### src/rtl/bp_update_queue_pkg.sv
// Shared types for the branch-prediction update queue: the per-branch record
// and the helpers that turn a stored record into the chooser's view of it.
package bp_update_queue_pkg;

    localparam int LC3B_WORD_W = 16;
    typedef logic [LC3B_WORD_W-1:0] lc3b_word;

    typedef struct packed {
        lc3b_word pc;
        logic     lp;
        logic     gp;
        logic     ch;
    } bp_entry_t;

    localparam logic BP_CHOICE_LOCAL  = 1'b0;
    localparam logic BP_CHOICE_GLOBAL = 1'b1;

    function automatic logic bp_final_pred(input bp_entry_t e);
        return (e.ch == BP_CHOICE_GLOBAL) ? e.gp : e.lp;
    endfunction

    function automatic logic bp_unchosen_pred(input bp_entry_t e);
        return (e.ch == BP_CHOICE_LOCAL) ? e.gp : e.lp;
    endfunction

endpackage

### src/rtl/bp_update_queue_if.sv
// Fetch/execute-side bundle of the update queue: allocation, resolution,
// squash and the registered chooser-training outputs.
interface bp_update_queue_if #(
    parameter int DEPTH = 4,
    parameter int PC_W  = 16
);
    localparam int CNT_W = $clog2(DEPTH) + 1;

    logic             alloc_valid;
    logic [PC_W-1:0]  alloc_pc;
    logic             alloc_local_pred;
    logic             alloc_global_pred;
    logic             alloc_choice;
    logic             alloc_ready;
    logic             resolve_valid;
    logic             resolve_taken;
    logic             squash;
    logic             upd_write;
    logic [PC_W-1:0]  upd_pc;
    logic             upd_taken;
    logic             upd_control_flush;
    logic             upd_unchosen_pred;
    logic             redirect;
    logic [CNT_W-1:0] count;
    logic             err;

    modport master (
        output alloc_valid, alloc_pc, alloc_local_pred, alloc_global_pred, alloc_choice,
        output resolve_valid, resolve_taken, squash,
        input  alloc_ready, upd_write, upd_pc, upd_taken, upd_control_flush,
        input  upd_unchosen_pred, redirect, count, err
    );

    modport slave (
        input  alloc_valid, alloc_pc, alloc_local_pred, alloc_global_pred, alloc_choice,
        input  resolve_valid, resolve_taken, squash,
        output alloc_ready, upd_write, upd_pc, upd_taken, upd_control_flush,
        output upd_unchosen_pred, redirect, count, err
    );
endinterface

### src/rtl/bp_update_queue_storage.sv
// DEPTH-entry register array for in-flight branch records: one write port,
// one combinational read port (driven with the head pointer).
module bp_update_queue_storage
    import bp_update_queue_pkg::*;
#(
    parameter int DEPTH = 4,
    parameter int PTR_W = $clog2(DEPTH)
) (
    input  logic             clk,
    input  logic             wr_en,
    input  logic [PTR_W-1:0] wr_ptr,
    input  bp_entry_t        wr_data,
    input  logic [PTR_W-1:0] rd_ptr,
    output bp_entry_t        rd_data
);

    bp_entry_t mem [DEPTH];

    always_ff @(posedge clk) begin
        if (wr_en) begin
            mem[wr_ptr] <= wr_data;
        end
    end

    assign rd_data = mem[rd_ptr];

endmodule

### src/rtl/bp_update_queue.sv
// In-order branch tracking queue: records predictions at fetch, trains the
// tournament chooser one cycle after each resolve, flushes wrong-path entries.
module bp_update_queue
    import bp_update_queue_pkg::*;
#(
    parameter int DEPTH = 4,
    parameter int PC_W  = 16
) (
    input  logic              clk,
    input  logic              reset_n,
    bp_update_queue_if.slave  q
);

    localparam int PTR_W = $clog2(DEPTH);
    localparam int CNT_W = PTR_W + 1;
    localparam logic [CNT_W-1:0] FULL = CNT_W'(DEPTH);

    logic [PTR_W-1:0] head, tail;
    logic [CNT_W-1:0] cnt;
    logic             err_q;
    bp_entry_t        head_e, wr_e;

    logic             vld_p1, taken_p1, flush_p1, unchosen_p1;
    logic [PC_W-1:0]  pc_p1;

    logic empty, do_res, mis, flush, do_push, err_set;

    assign empty   = (cnt == '0);
    assign do_res  = q.resolve_valid && !empty;
    assign mis     = do_res && (bp_final_pred(head_e) != q.resolve_taken);
    // Any flush (external or mispredict) makes a same-cycle alloc wrong-path, not an error.
    assign flush   = q.squash || mis;
    assign do_push = q.alloc_valid && q.alloc_ready && !flush;
    assign err_set = (q.resolve_valid && empty) ||
                     (q.alloc_valid && !q.alloc_ready && !flush);

    assign wr_e.pc = lc3b_word'(q.alloc_pc);
    assign wr_e.lp = q.alloc_local_pred;
    assign wr_e.gp = q.alloc_global_pred;
    assign wr_e.ch = q.alloc_choice;

    bp_update_queue_storage #(
        .DEPTH (DEPTH),
        .PTR_W (PTR_W)
    ) u_storage (
        .clk     (clk),
        .wr_en   (do_push),
        .wr_ptr  (tail),
        .wr_data (wr_e),
        .rd_ptr  (head),
        .rd_data (head_e)
    );

    // Queue control
    always_ff @(posedge clk or negedge reset_n) begin
        if (!reset_n) begin
            head  <= '0;
            tail  <= '0;
            cnt   <= '0;
            err_q <= 1'b0;
        end else begin
            if (err_set) begin
                err_q <= 1'b1;
            end
            if (flush) begin
                head <= '0;
                tail <= '0;
                cnt  <= '0;
            end else begin
                if (do_push) begin
                    tail <= tail + PTR_W'(1);
                end
                if (do_res) begin
                    head <= head + PTR_W'(1);
                end
                cnt <= cnt + CNT_W'(do_push) - CNT_W'(do_res);
            end
        end
    end

    // Stage p1: registered chooser-training outputs
    always_ff @(posedge clk or negedge reset_n) begin
        if (!reset_n) begin
            vld_p1      <= 1'b0;
            pc_p1       <= '0;
            taken_p1    <= 1'b0;
            flush_p1    <= 1'b0;
            unchosen_p1 <= 1'b0;
        end else begin
            vld_p1 <= do_res;
            if (do_res) begin
                pc_p1       <= PC_W'(head_e.pc);
                taken_p1    <= q.resolve_taken;
                flush_p1    <= mis;
                unchosen_p1 <= bp_unchosen_pred(head_e);
            end
        end
    end

    assign q.alloc_ready       = (cnt != FULL);
    assign q.count             = cnt;
    assign q.err               = err_q;
    assign q.upd_write         = vld_p1;
    assign q.upd_pc            = pc_p1;
    assign q.upd_taken         = taken_p1;
    assign q.upd_control_flush = flush_p1;
    assign q.upd_unchosen_pred = unchosen_p1;
    assign q.redirect          = vld_p1 && flush_p1;

endmodule

### src/flat_wrapper.sv
// flat-port wrapper written by rule: the top's interface ports become plain ports
module bp_update_queue_flat import bp_update_queue_pkg::*;
#(
    parameter int DEPTH = 4,
    parameter int PC_W  = 16
)
  (clk, reset_n, q_alloc_valid, q_alloc_pc, q_alloc_local_pred, q_alloc_global_pred, q_alloc_choice, q_resolve_valid, q_resolve_taken, q_squash, q_alloc_ready, q_upd_write, q_upd_pc, q_upd_taken, q_upd_control_flush, q_upd_unchosen_pred, q_redirect, q_count, q_err);
  bp_update_queue_if #(.DEPTH(DEPTH), .PC_W(PC_W)) q_i ();
  input  logic clk;
  input  logic reset_n;
  input wire logic [$bits(q_i.alloc_valid)-1:0] q_alloc_valid;
  input wire logic [$bits(q_i.alloc_pc)-1:0] q_alloc_pc;
  input wire logic [$bits(q_i.alloc_local_pred)-1:0] q_alloc_local_pred;
  input wire logic [$bits(q_i.alloc_global_pred)-1:0] q_alloc_global_pred;
  input wire logic [$bits(q_i.alloc_choice)-1:0] q_alloc_choice;
  input wire logic [$bits(q_i.resolve_valid)-1:0] q_resolve_valid;
  input wire logic [$bits(q_i.resolve_taken)-1:0] q_resolve_taken;
  input wire logic [$bits(q_i.squash)-1:0] q_squash;
  output wire logic [$bits(q_i.alloc_ready)-1:0] q_alloc_ready;
  output wire logic [$bits(q_i.upd_write)-1:0] q_upd_write;
  output wire logic [$bits(q_i.upd_pc)-1:0] q_upd_pc;
  output wire logic [$bits(q_i.upd_taken)-1:0] q_upd_taken;
  output wire logic [$bits(q_i.upd_control_flush)-1:0] q_upd_control_flush;
  output wire logic [$bits(q_i.upd_unchosen_pred)-1:0] q_upd_unchosen_pred;
  output wire logic [$bits(q_i.redirect)-1:0] q_redirect;
  output wire logic [$bits(q_i.count)-1:0] q_count;
  output wire logic [$bits(q_i.err)-1:0] q_err;
  assign q_i.alloc_valid = q_alloc_valid;
  assign q_i.alloc_pc = q_alloc_pc;
  assign q_i.alloc_local_pred = q_alloc_local_pred;
  assign q_i.alloc_global_pred = q_alloc_global_pred;
  assign q_i.alloc_choice = q_alloc_choice;
  assign q_i.resolve_valid = q_resolve_valid;
  assign q_i.resolve_taken = q_resolve_taken;
  assign q_i.squash = q_squash;
  assign q_alloc_ready = q_i.alloc_ready;
  assign q_upd_write = q_i.upd_write;
  assign q_upd_pc = q_i.upd_pc;
  assign q_upd_taken = q_i.upd_taken;
  assign q_upd_control_flush = q_i.upd_control_flush;
  assign q_upd_unchosen_pred = q_i.upd_unchosen_pred;
  assign q_redirect = q_i.redirect;
  assign q_count = q_i.count;
  assign q_err = q_i.err;
  bp_update_queue #(.DEPTH(DEPTH), .PC_W(PC_W)) u_core (.clk(clk), .reset_n(reset_n), .q(q_i));
endmodule
### config.mk
export PLATFORM = sky130hd
export DESIGN_NAME = bp_update_queue_flat
export DESIGN_NICKNAME = d
export VERILOG_FILES = /design/src/rtl/bp_update_queue_pkg.sv /design/src/rtl/bp_update_queue_if.sv /design/src/rtl/bp_update_queue_storage.sv /design/src/rtl/bp_update_queue.sv /design/src/flat_wrapper.sv
export SDC_FILE = /design/constraint.sdc
export NUM_CORES = 1
export LEC_CHECK = 0
export ABC_AREA = 1
export CAP_MARGIN = 20
export CORE_MARGIN = 4
export CORE_UTILIZATION = 50
export CTS_CLUSTER_DIAMETER = 120
export DETAILED_ROUTE_END_ITERATION = 6
export PLACE_DENSITY = 0.76
export SETUP_SLACK_MARGIN = 0.1
export SLEW_MARGIN = 20
export SYNTH_ARGS = -nofsm -noshare
export SYNTH_HDL_FRONTEND = slang
export SYNTH_SLANG_ARGS = --single-unit
### constraint.sdc
create_clock -name clk -period 2.15 [get_ports clk]
set_input_delay 0.43 -clock clk [delete_from_list [all_inputs] [get_ports clk]]
set_output_delay 0.43 -clock clk [all_outputs]
set_load 0.03 [all_outputs]
==> impl_metrics.json, run 1 <==
{
  "status": "finished, final reports clean",
  "ant_nets": 0,
  "diodes": 0,
  "async_flop_share_pct": 26.92,
  "ys.flop_type": "edfxtp_1",
  "ys_types": 29,
  "p_leak_nw": 2.034,
  "numCtsBuffers": 9,
  "routedWlPerCell_um": 15.97,
  "hold_path.class": "primary input to asynchronous set/reset pin",
  "avgViaCountPerCell": 5.303,
  "synth_top_area_share_pct": 53.82,
  "drv_cap": 0,
  "post-route-drc-count": 0,
  "hpwl_mm": 5.737,
  "finalPower_w": 0.006470,
  "worstPathArrival_ns": 2.37,
  "worstMarginPinSlew_ns": 0.4027,
  "period_needed_ns": 2.083,
  "start_kind": "register",
  "avgSynthCellArea_sq_um": 11.94,
  "track_usage_pct": 18.28,
  "criticalPathCategory": "register to register",
  "finClkSkew_ns": 0.007719,
  "synth_commonest_cells": "nor2_1, edfxtp_1, nand2_1",
  "setup_ws_ns": 0.06667,
  "grt_pass1_vias": 2962,
  "numClockSinks": 104,
  "syn_nets": 387,
  "dieArea_sq_um": 10020,
  "stdcell_count": 545,
  "syn_to_final_growth_pct": 27.97,
  "finalCritPeriodShare_pct": 96.90,
  "fmax_mhz": 480.0,
  "clkTransAtPathRegs_ns": 0.10,
  "drive_gt1_share_pct": 22.27,
  "crit_buf_inv": 3,
  "register_area_sq_um": 2989,
  "setup_viol": 0,
  "synthTopCellsByArea": "edfxtp_1, dfrtp_1, nor2_1",
  "cp-end-kind": "register",
  "grt_pass1_wl_mm": 14.13,
  "drv_slew": 0,
  "cts_max_level": 3,
  "first_iter_violations": 164,
  "hold_viol_final": 0,
  "crit_required_ns": 2.43,
  "synthCells": 355,
  "yosysTopAreaCell": "edfxtp_1",
  "maxSlewHeadroom_pct": 73.15,
  "seq_area_frac_synth_pct": 70.35,
  "dp_cells": 522,
  "cts_tree": "built",
  "yosysWarnings": 0,
  "netlist_area_sq_um": 4240,
  "io_buffers": 50,
  "core-area_sq_um": 8217,
  "critPathMaxFanout": 7,
  "powerDensity_nw_per_um2": 1192,
  "fin_nets": 467,
  "core.rowCount": 33,
  "gp_congestion": 0.7848,
  "vias": 2890,
  "ir_drop_uv": 628.4,
  "cp_top_family": "simple AND/OR/NAND/NOR gates",
  "post-place-ws_ns": -0.1592,
  "grt_max_degree": 31,
  "antenna_found_initial": 0,
  "yosysMostFrequentCell": "nor2_1",
  "clkLatencyLatePin_ns": 0.36,
  "clockRootBuffer": "clkbuf_8",
  "cp_slowest_stage_delay_ns": 0.46,
  "multi_input_area_sq_um": 1226,
  "rsz0062_at_grt": "yes",
  "dpl-instance-area_sq_um": 5064,
  "initial_core_util_pct": 51.61,
  "die_x_um": 100.1,
  "fillCellCount": 605,
  "stdcell_area_sq_um": 5426,
  "crit_path_top_delay_cell": "dfrtp_2",
  "critPathMostFrequentCell": "nand2_2",
  "path_cells": "buf_6, nand2_4, nand2_2, nand2_2, nand2_2, nand2_2, nand3_4, nand3_4, nand3_4, inv_2, ha_4, inv_2, fa_2, xor2_1, nor2_1",
  "clockBufferDepth": 2,
  "die_y_um": 100.1,
  "grt_overflow": 0,
  "io_pins": 51,
  "synth_edf_count": 76,
  "ys_ff_latch": 104,
  "holdBufCountCts": 0,
  "first_pass_iters": 4,
  "drt-total-wl_mm": 8.702
}
through the flow:
stage	utilization (%)	hold slack, ns	TNS (ns)
final	66.04	0.4619	0
after global routing	66.04	0.4891	-0.05997
after CTS	64.84	0.4637	0
after floorplan	-	0.1344	-3.317
after detailed placement	61.63	0.4827	-0.6016
after global placement	61.63	0.4679	-0.1306
registers in the layout (all words and copies together), names as in the netlist:
name / count
u_core.u_storage.mem: 76
u_core.q.upd_pc: 16
u_core.q.count: 3
u_core.head: 2
u_core.tail: 2
u_core.q.err: 1
u_core.q.upd_control_flush: 1
u_core.q.upd_taken: 1
u_core.q.upd_unchosen_pred: 1
u_core.q.upd_write: 1
worst paths after layout:
path	startpoint	endpoint	slack, ns	cells past startpoint
max	u_core.head[0]$_DFFE_PN0P_	u_core.q.count[2]$_DFF_PN0_	0.07	15
max in group asynchronous	reset_n	u_core.head[0]$_DFFE_PN0P_	1.37	2
max reg2reg	u_core.head[0]$_DFFE_PN0P_	u_core.q.count[2]$_DFF_PN0_	0.07	15
min	reset_n	u_core.q.upd_unchosen_pred$_DFFE_PN0P_	0.46	2
min reg2reg	u_core.q.upd_taken$_DFFE_PN0P_	u_core.q.upd_taken$_DFFE_PN0P_	0.50	2
min in group clk	u_core.q.upd_taken$_DFFE_PN0P_	u_core.q.upd_taken$_DFFE_PN0P_	0.50	2
repair_timing:
| action | 4_1_cts | 5_1_grt |
|---|---|---|
| pin swaps | 8 | 11 |
| setup buffers | 4 | 3 |
| setup endpoints to repair | 54 | 78 |
| resized for setup | 18 | 23 |
layout by cell type (no fill, tap or decap), drive strengths merged:
cell	netlist	layout
fa	1	1
a21oi	3	3
xnor2	1	1
o31ai	1	1
inv	18	19
o21ai	33	33
clkdlybuf4s50	0	49
clkinv	1	5
ha	6	6
xor2	2	2
o21bai	1	1
dfrtp	28	28
clkbuf	3	9
nand3	12	12
nand4	6	6
a31o	1	1
dlygate4sd2	0	1
nor2	90	90
a31oi	16	16
buf	12	34
clkinvlp	0	2
nand2	44	44
edfxtp	76	76
kinds of logic after synthesis:
logic type / count (synthesis) / synth area share, %
AOI/OAI and AO/OA: 55 / 7.583
and+or+nand+nor: 152 / 15.70
buffers and inverters: 34 / 3.511
adders and majority gates: 7 / 2.243
xor gates and xnor gates: 3 / 0.6198
DFF: 104 / 70.35
report_power, final:
part | internal, W | total [W] | switching [W]
clock | 0.000433 | 0.00110 | 0.000671
sequential | 0.00249 | 0.00271 | 0.000217
combinational | 0.00107 | 0.00266 | 0.00159
total | 0.00400 | 0.00647 | 0.00247
layer usage:
layer | share of wire (%) | wire length (um) | track usage, %
met5 | 0 | 0 | 0
met4 | 1.0 | 87 | 6.632
met3 | 5.6 | 483 | 3.197
met2 | 52 | 4506 | 31.91
met1 | 42 | 3625 | 22.94
area by class of cell:
type                       instances  share of cell area, %
sequential                       104                  55.08
multi-input combinational        217                  22.60
timing repair buffer              84                  15.13
tap                              105                  2.421
clock buffer                       9                  2.283
inverter                          19                  1.453
clock inverter                     7                  1.038
No activity file was read; power rests on OpenSTA's default activity.
==> run 2, diff against run 1 <==
- REMOVE_ABC_BUFFERS: default -> 1
- TNS_END_PERCENT: default -> 50
==> impl_metrics.json, run 2 (synthesized netlist as in run 1, its figures left out) <==
{
  "gp_congestion": 0.7985,
  "syn_to_final_growth_pct": 28.77,
  "largest_register_ffs": 76,
  "dieArea_sq_um": 10020,
  "routedWlPerCell_um": 17.23,
  "vias": 2908,
  "fin_util_pct": 66.45,
  "powerDensity_nw_per_um2": 1220,
  "register_area_sq_um": 2985,
  "grt_overflow": 0,
  "start_kind": "register",
  "cp_slowest_stage_delay_ns": 0.46,
  "hold_path.class": "primary input to asynchronous set/reset pin",
  "stdcell_area_sq_um": 5460,
  "first_pass_iters": 4,
  "clockBufferDepth": 2,
  "maxSlewHeadroom_pct": 72.05,
  "ant_nets": 0,
  "grt_max_degree": 36,
  "fmax_mhz": 476.0,
  "dpl-instance-area_sq_um": 5020,
  "criticalPathCategory": "register to register",
  "io_pins": 51,
  "clockRootBuffer": "clkbuf_8",
  "io_buffers": 50,
  "avgViaCountPerCell": 5.287,
  "cp-end-kind": "register",
  "cts_max_level": 3,
  "grt_pass1_vias": 2881,
  "top_register": "u_core.u_storage.mem",
  "numClockSinks": 104,
  "path_cells": "buf_8, nand2_4, nand2_2, nand2_2, nand2_2, nand2_1, nand3_2, nand3_4, nand3_4, inv_2, ha_4, inv_2, fa_2, xor2_1, nor2_1",
  "setup_ws_ns": 0.04915,
  "rsz0062_at_grt": "yes",
  "initial_core_util_pct": 51.61,
  "clkLatencyLatePin_ns": 0.35,
  "worstPathArrival_ns": 2.39,
  "drive_gt1_share_pct": 21.57,
  "crit_path_top_delay_cell": "dfrtp_2",
  "post-route-drc-count": 0,
  "p_leak_nw": 2.129,
  "critPathMostFrequentCell": "nand2_2",
  "core-area_sq_um": 8217,
  "drv_slew": 0,
  "post-place-ws_ns": -0.1688,
  "hpwl_mm": 5.866,
  "status": "finished, final reports clean",
  "track_usage_pct": 18.73,
  "drt-total-wl_mm": 9.478,
  "finalCritPeriodShare_pct": 97.71,
  "clkTransAtPathRegs_ns": 0.10,
  "ir_drop_uv": 632.2,
  "most-common-layout-cells": "nor2_1, edfxtp_1, clkdlybuf4s50_1, o21ai_0, buf_4",
  "drv_cap": 0,
  "period_needed_ns": 2.101,
  "setup_viol": 0,
  "grt_pass1_wl_mm": 14.23,
  "antenna_found_initial": 0,
  "numCtsBuffers": 9,
  "hold_viol_final": 0,
  "core.rowCount": 33,
  "finClkSkew_ns": 0.006762,
  "first_iter_violations": 223,
  "cts_tree": "built",
  "worstMarginPinSlew_ns": 0.4193,
  "crit_required_ns": 2.44,
  "diodes": 0,
  "layout.cells.most_common": "nor2_1",
  "critPathMaxFanout": 7,
  "fillCellCount": 566,
  "holdBufCountCts": 0,
  "fin_nets": 472,
  "multi_input_area_sq_um": 1196,
  "die_x_um": 100.1,
  "die_y_um": 100.1,
  "timing.hold.ws_ns": 0.4713
}
==> run 2: repair_timing <==
| item | CTS | global route |
|---|---|---|
| endpoints found under the setup margin | 79 | 80 |
| buffers inserted | 5 | 1 |
| gates resized for setup | 17 | 39 |
| pin swaps | 7 | 4 |
| cloned | 0 | 3 |
==> run 2: metal layers <==
metal / GRT usage (%) / wire length (um) / part of all wire, % / vias to the layer above
met5: 0 / 0 / 0 / -
met1: 23.60 / 3821 / 40 / 1384
met2: 31.55 / 4815 / 51 / 108
li1: - / - / - / 1399
met4: 7.358 / 223 / 2.4 / 0
met3: 4.309 / 617 / 6.5 / 17
==> run 2: where the power goes <==
| group | switching (W) | internal, W | leakage, nW |
|---|---|---|---|
| Clock | 0.000649 | 0.000658 | 0.110 |
| Combinational | 0.00161 | 0.00108 | 1.01 |
| Sequential | 0.000184 | 0.00249 | 1.01 |
==> run 2: worst paths after layout <==
kind | from | slack, ns | to | depth (start not counted)
worst min-delay path | reset_n | 0.47 | u_core.q.upd_unchosen_pred$_DFFE_PN0P_ | 2
max in group asynchronous | reset_n | 1.35 | u_core.head[0]$_DFFE_PN0P_ | 2
worst min register to register | u_core.q.upd_taken$_DFFE_PN0P_ | 0.49 | u_core.q.upd_taken$_DFFE_PN0P_ | 2
worst max-delay path | u_core.head[0]$_DFFE_PN0P_ | 0.05 | u_core.q.count[2]$_DFF_PN0_ | 15
worst max register to register | u_core.head[0]$_DFFE_PN0P_ | 0.05 | u_core.q.count[2]$_DFF_PN0_ | 15
min in group clk | u_core.q.upd_taken$_DFFE_PN0P_ | 0.49 | u_core.q.upd_taken$_DFFE_PN0P_ | 2
==> run 2: critical path, delay by kind of cell (launching register included) <==
kind                     cells  cell delay [ns]
AND/OR/NAND/NOR              9             0.68
flip-flops                   1             0.46
adder cells (fa/ha/maj)      2             0.45
buffers and inverters        3             0.26
XOR/XNOR                     1             0.16
==> run 2: area by class of cell <==
type / count / share of cell area, %
Clock buffer: 9 / 2.269
Clock inverter: 7 / 1.742
Inverter: 19 / 1.444
Multi-Input combinational cell: 217 / 21.91
Sequential cell: 104 / 54.67
Tap cell: 105 / 2.406
Timing Repair Buffer: 89 / 15.56
==> run 2: stage by stage <==
stage | TNS (ns) | power (W) | instances
detailed placement | -0.2692 | 0.005175 | 525
CTS | 0 | 0.006569 | 546
finish | 0 | 0.006662 | 550
floorplan | -60.70 | 0.004129 | 340
global route | -0.1040 | 0.007046 | 550
global placement | -0.1356 | 0.005107 | 525
==> run 3, diff against run 2 <==
- REMOVE_ABC_BUFFERS: 1 -> default
==> impl_metrics.json, run 3 (synthesized netlist as in run 1, its figures left out) <==
{
  "status": "finished, final reports clean",
  "crit_required_ns": 2.43,
  "r2r_slack_ns": 0.07,
  "first_iter_violations": 164,
  "worstMarginPinSlew_ns": 0.4020,
  "powerDensity_nw_per_um2": 1193,
  "diodes": 0,
  "core.rowCount": 33,
  "finClkSkew_ns": 0.009111,
  "criticalPathCategory": "register to register",
  "most-common-layout-cells": "nor2_1, edfxtp_1, clkdlybuf4s50_1, o21ai_0",
  "cts_tree": "built",
  "io_buffers": 50,
  "hold_viol_final": 0,
  "stdcell_count": 545,
  "initial_core_util_pct": 51.61,
  "cts_max_level": 3,
  "start_kind": "register",
  "drive_gt1_share_pct": 22.27,
  "ir_drop_uv": 628.6,
  "finalPower_w": 0.006472,
  "die_x_um": 100.1,
  "fin_nets": 467,
  "grt_pass1_vias": 2962,
  "track_usage_pct": 18.28,
  "worstPathArrival_ns": 2.36,
  "gp_congestion": 0.7848,
  "dp_cells": 522,
  "setup_viol": 0,
  "core-area_sq_um": 8217,
  "reg2regPathDepth": 15,
  "seq_power_share_pct": 41.8,
  "internal_power_w": 0.003997,
  "antenna_found_initial": 0,
  "numClockSinks": 104,
  "grt_pass1_wl_mm": 14.13,
  "r2r-start": "u_core.head[0]$_DFFE_PN0P_",
  "rr_endpoint": "u_core.q.count[2]$_DFF_PN0_",
  "drt-total-wl_mm": 8.674,
  "clkTransAtPathRegs_ns": 0.10,
  "avgViaCountPerCell": 5.288,
  "dieArea_sq_um": 10020,
  "p_switching_w": 0.002475,
  "die_y_um": 100.1,
  "p_leak_nw": 2.034,
  "first_pass_iters": 5,
  "clkLatencyLatePin_ns": 0.35,
  "io_pins": 51,
  "maxSlewHeadroom_pct": 73.20,
  "multi_input_area_sq_um": 1226,
  "setup_ws_ns": 0.06838,
  "numCtsBuffers": 9,
  "critPathMaxFanout": 7,
  "syn_to_final_growth_pct": 27.97,
  "routedWlPerCell_um": 15.92,
  "fin_util_pct": 66.04,
  "clkPwrFrac_pct": 17.1,
  "post-route-drc-count": 0,
  "period_needed_ns": 2.082,
  "hold_path.class": "primary input to asynchronous set/reset pin",
  "register_area_sq_um": 2989,
  "top_register": "u_core.u_storage.mem",
  "rsz0062_at_grt": "yes",
  "vias": 2882,
  "fillCellCount": 605,
  "grt_overflow": 0,
  "ant_nets": 0,
  "largest_register_ffs": 76,
  "holdBufCountCts": 0,
  "cp-end-kind": "register",
  "fmax_mhz": 480.4,
  "hpwl_mm": 5.737,
  "post-place-ws_ns": -0.1592,
  "drv_cap": 0,
  "clockRootBuffer": "clkbuf_8",
  "p_sw_share_pct": 38.24,
  "clockBufferDepth": 2,
  "combinationalPowerShare_pct": 41.1,
  "grt_max_degree": 31,
  "layout.cells.most_common": "nor2_1",
  "drv_slew": 0,
  "finalCritPeriodShare_pct": 96.82
}
run 3: routing by layer:
metal  wire length [um]  GRT usage [%]  share of wire [%]
met1               3706          22.94                 43
met2               4486          31.91                 52
met3                406          3.197                4.7
met4                 75          6.632               0.86
met5                  0              0                  0
run 3: worst max path at each step:
stage / startpoint / end / slack, ns / cells past startpoint
floorplan: u_core.q.count[2]$_DFF_PN0_ / u_core.q.count[1]$_DFF_PN0_ / -0.06 / 9
global placement: q_resolve_valid / u_core.q.count[1]$_DFF_PN0_ / -0.07 / 9
detailed placement: q_resolve_valid / u_core.q.count[2]$_DFF_PN0_ / -0.16 / 10
CTS: u_core.head[0]$_DFFE_PN0P_ / u_core.q.count[2]$_DFF_PN0_ / 0.07 / 15
global route: u_core.head[0]$_DFFE_PN0P_ / u_core.q.count[2]$_DFF_PN0_ / -0.04 / 15
finish: u_core.head[0]$_DFFE_PN0P_ / u_core.q.count[2]$_DFF_PN0_ / 0.07 / 15
run 3: power by group through the flow:
| stage | logic (W) | registers [W] | clock network, W |
|---|---|---|---|
| after floorplan | 0.00118 | 0.00309 | 0 |
| after global placement | 0.00239 | 0.00272 | 0 |
| after detailed placement | 0.00248 | 0.00273 | 0 |
| after CTS | 0.00260 | 0.00270 | 0.00114 |
| after global routing | 0.00291 | 0.00275 | 0.00121 |
| final | 0.00266 | 0.00270 | 0.00111 |
run 3: worst max-delay path: stages, from the launching register on:
cell and delay [ns]:
dfrtp_2 0.46, buf_6 0.15, nand2_4 0.07, nand2_2 0.05
nand2_2 0.06, nand2_2 0.07, nand2_2 0.09, nand3_4 0.08
nand3_4 0.10, nand3_4 0.07, inv_2 0.07, ha_4 0.12
inv_2 0.03, fa_2 0.32, xor2_1 0.16, nor2_1 0.10
run 3: layout make-up:
cell class                      count  area share, %
Clock buffer                        9          2.283
Clock inverter                      7          1.038
Inverter                           19          1.453
Multi-Input combinational cell    217          22.60
Sequential cell                   104          55.08
Tap cell                          105          2.421
Timing Repair Buffer               84          15.13
run 3: per-stage QoR:
step / hold slack (ns) / area [sq um] / setup TNS, ns
floorplan: 0.1344 / 4288 / -3.317
global placement: 0.4679 / 5064 / -0.1306
detailed placement: 0.4827 / 5064 / -0.6016
CTS: 0.4637 / 5328 / 0
global route: 0.4891 / 5426 / -0.05997
finish: 0.4633 / 5426 / 0
run 3: timing repair:
action | 4_1_cts | 5_1_grt
endpoints found under the setup margin | 54 | 78
pin swaps | 8 | 11
setup buffers | 4 | 3
gates resized for setup | 18 | 23
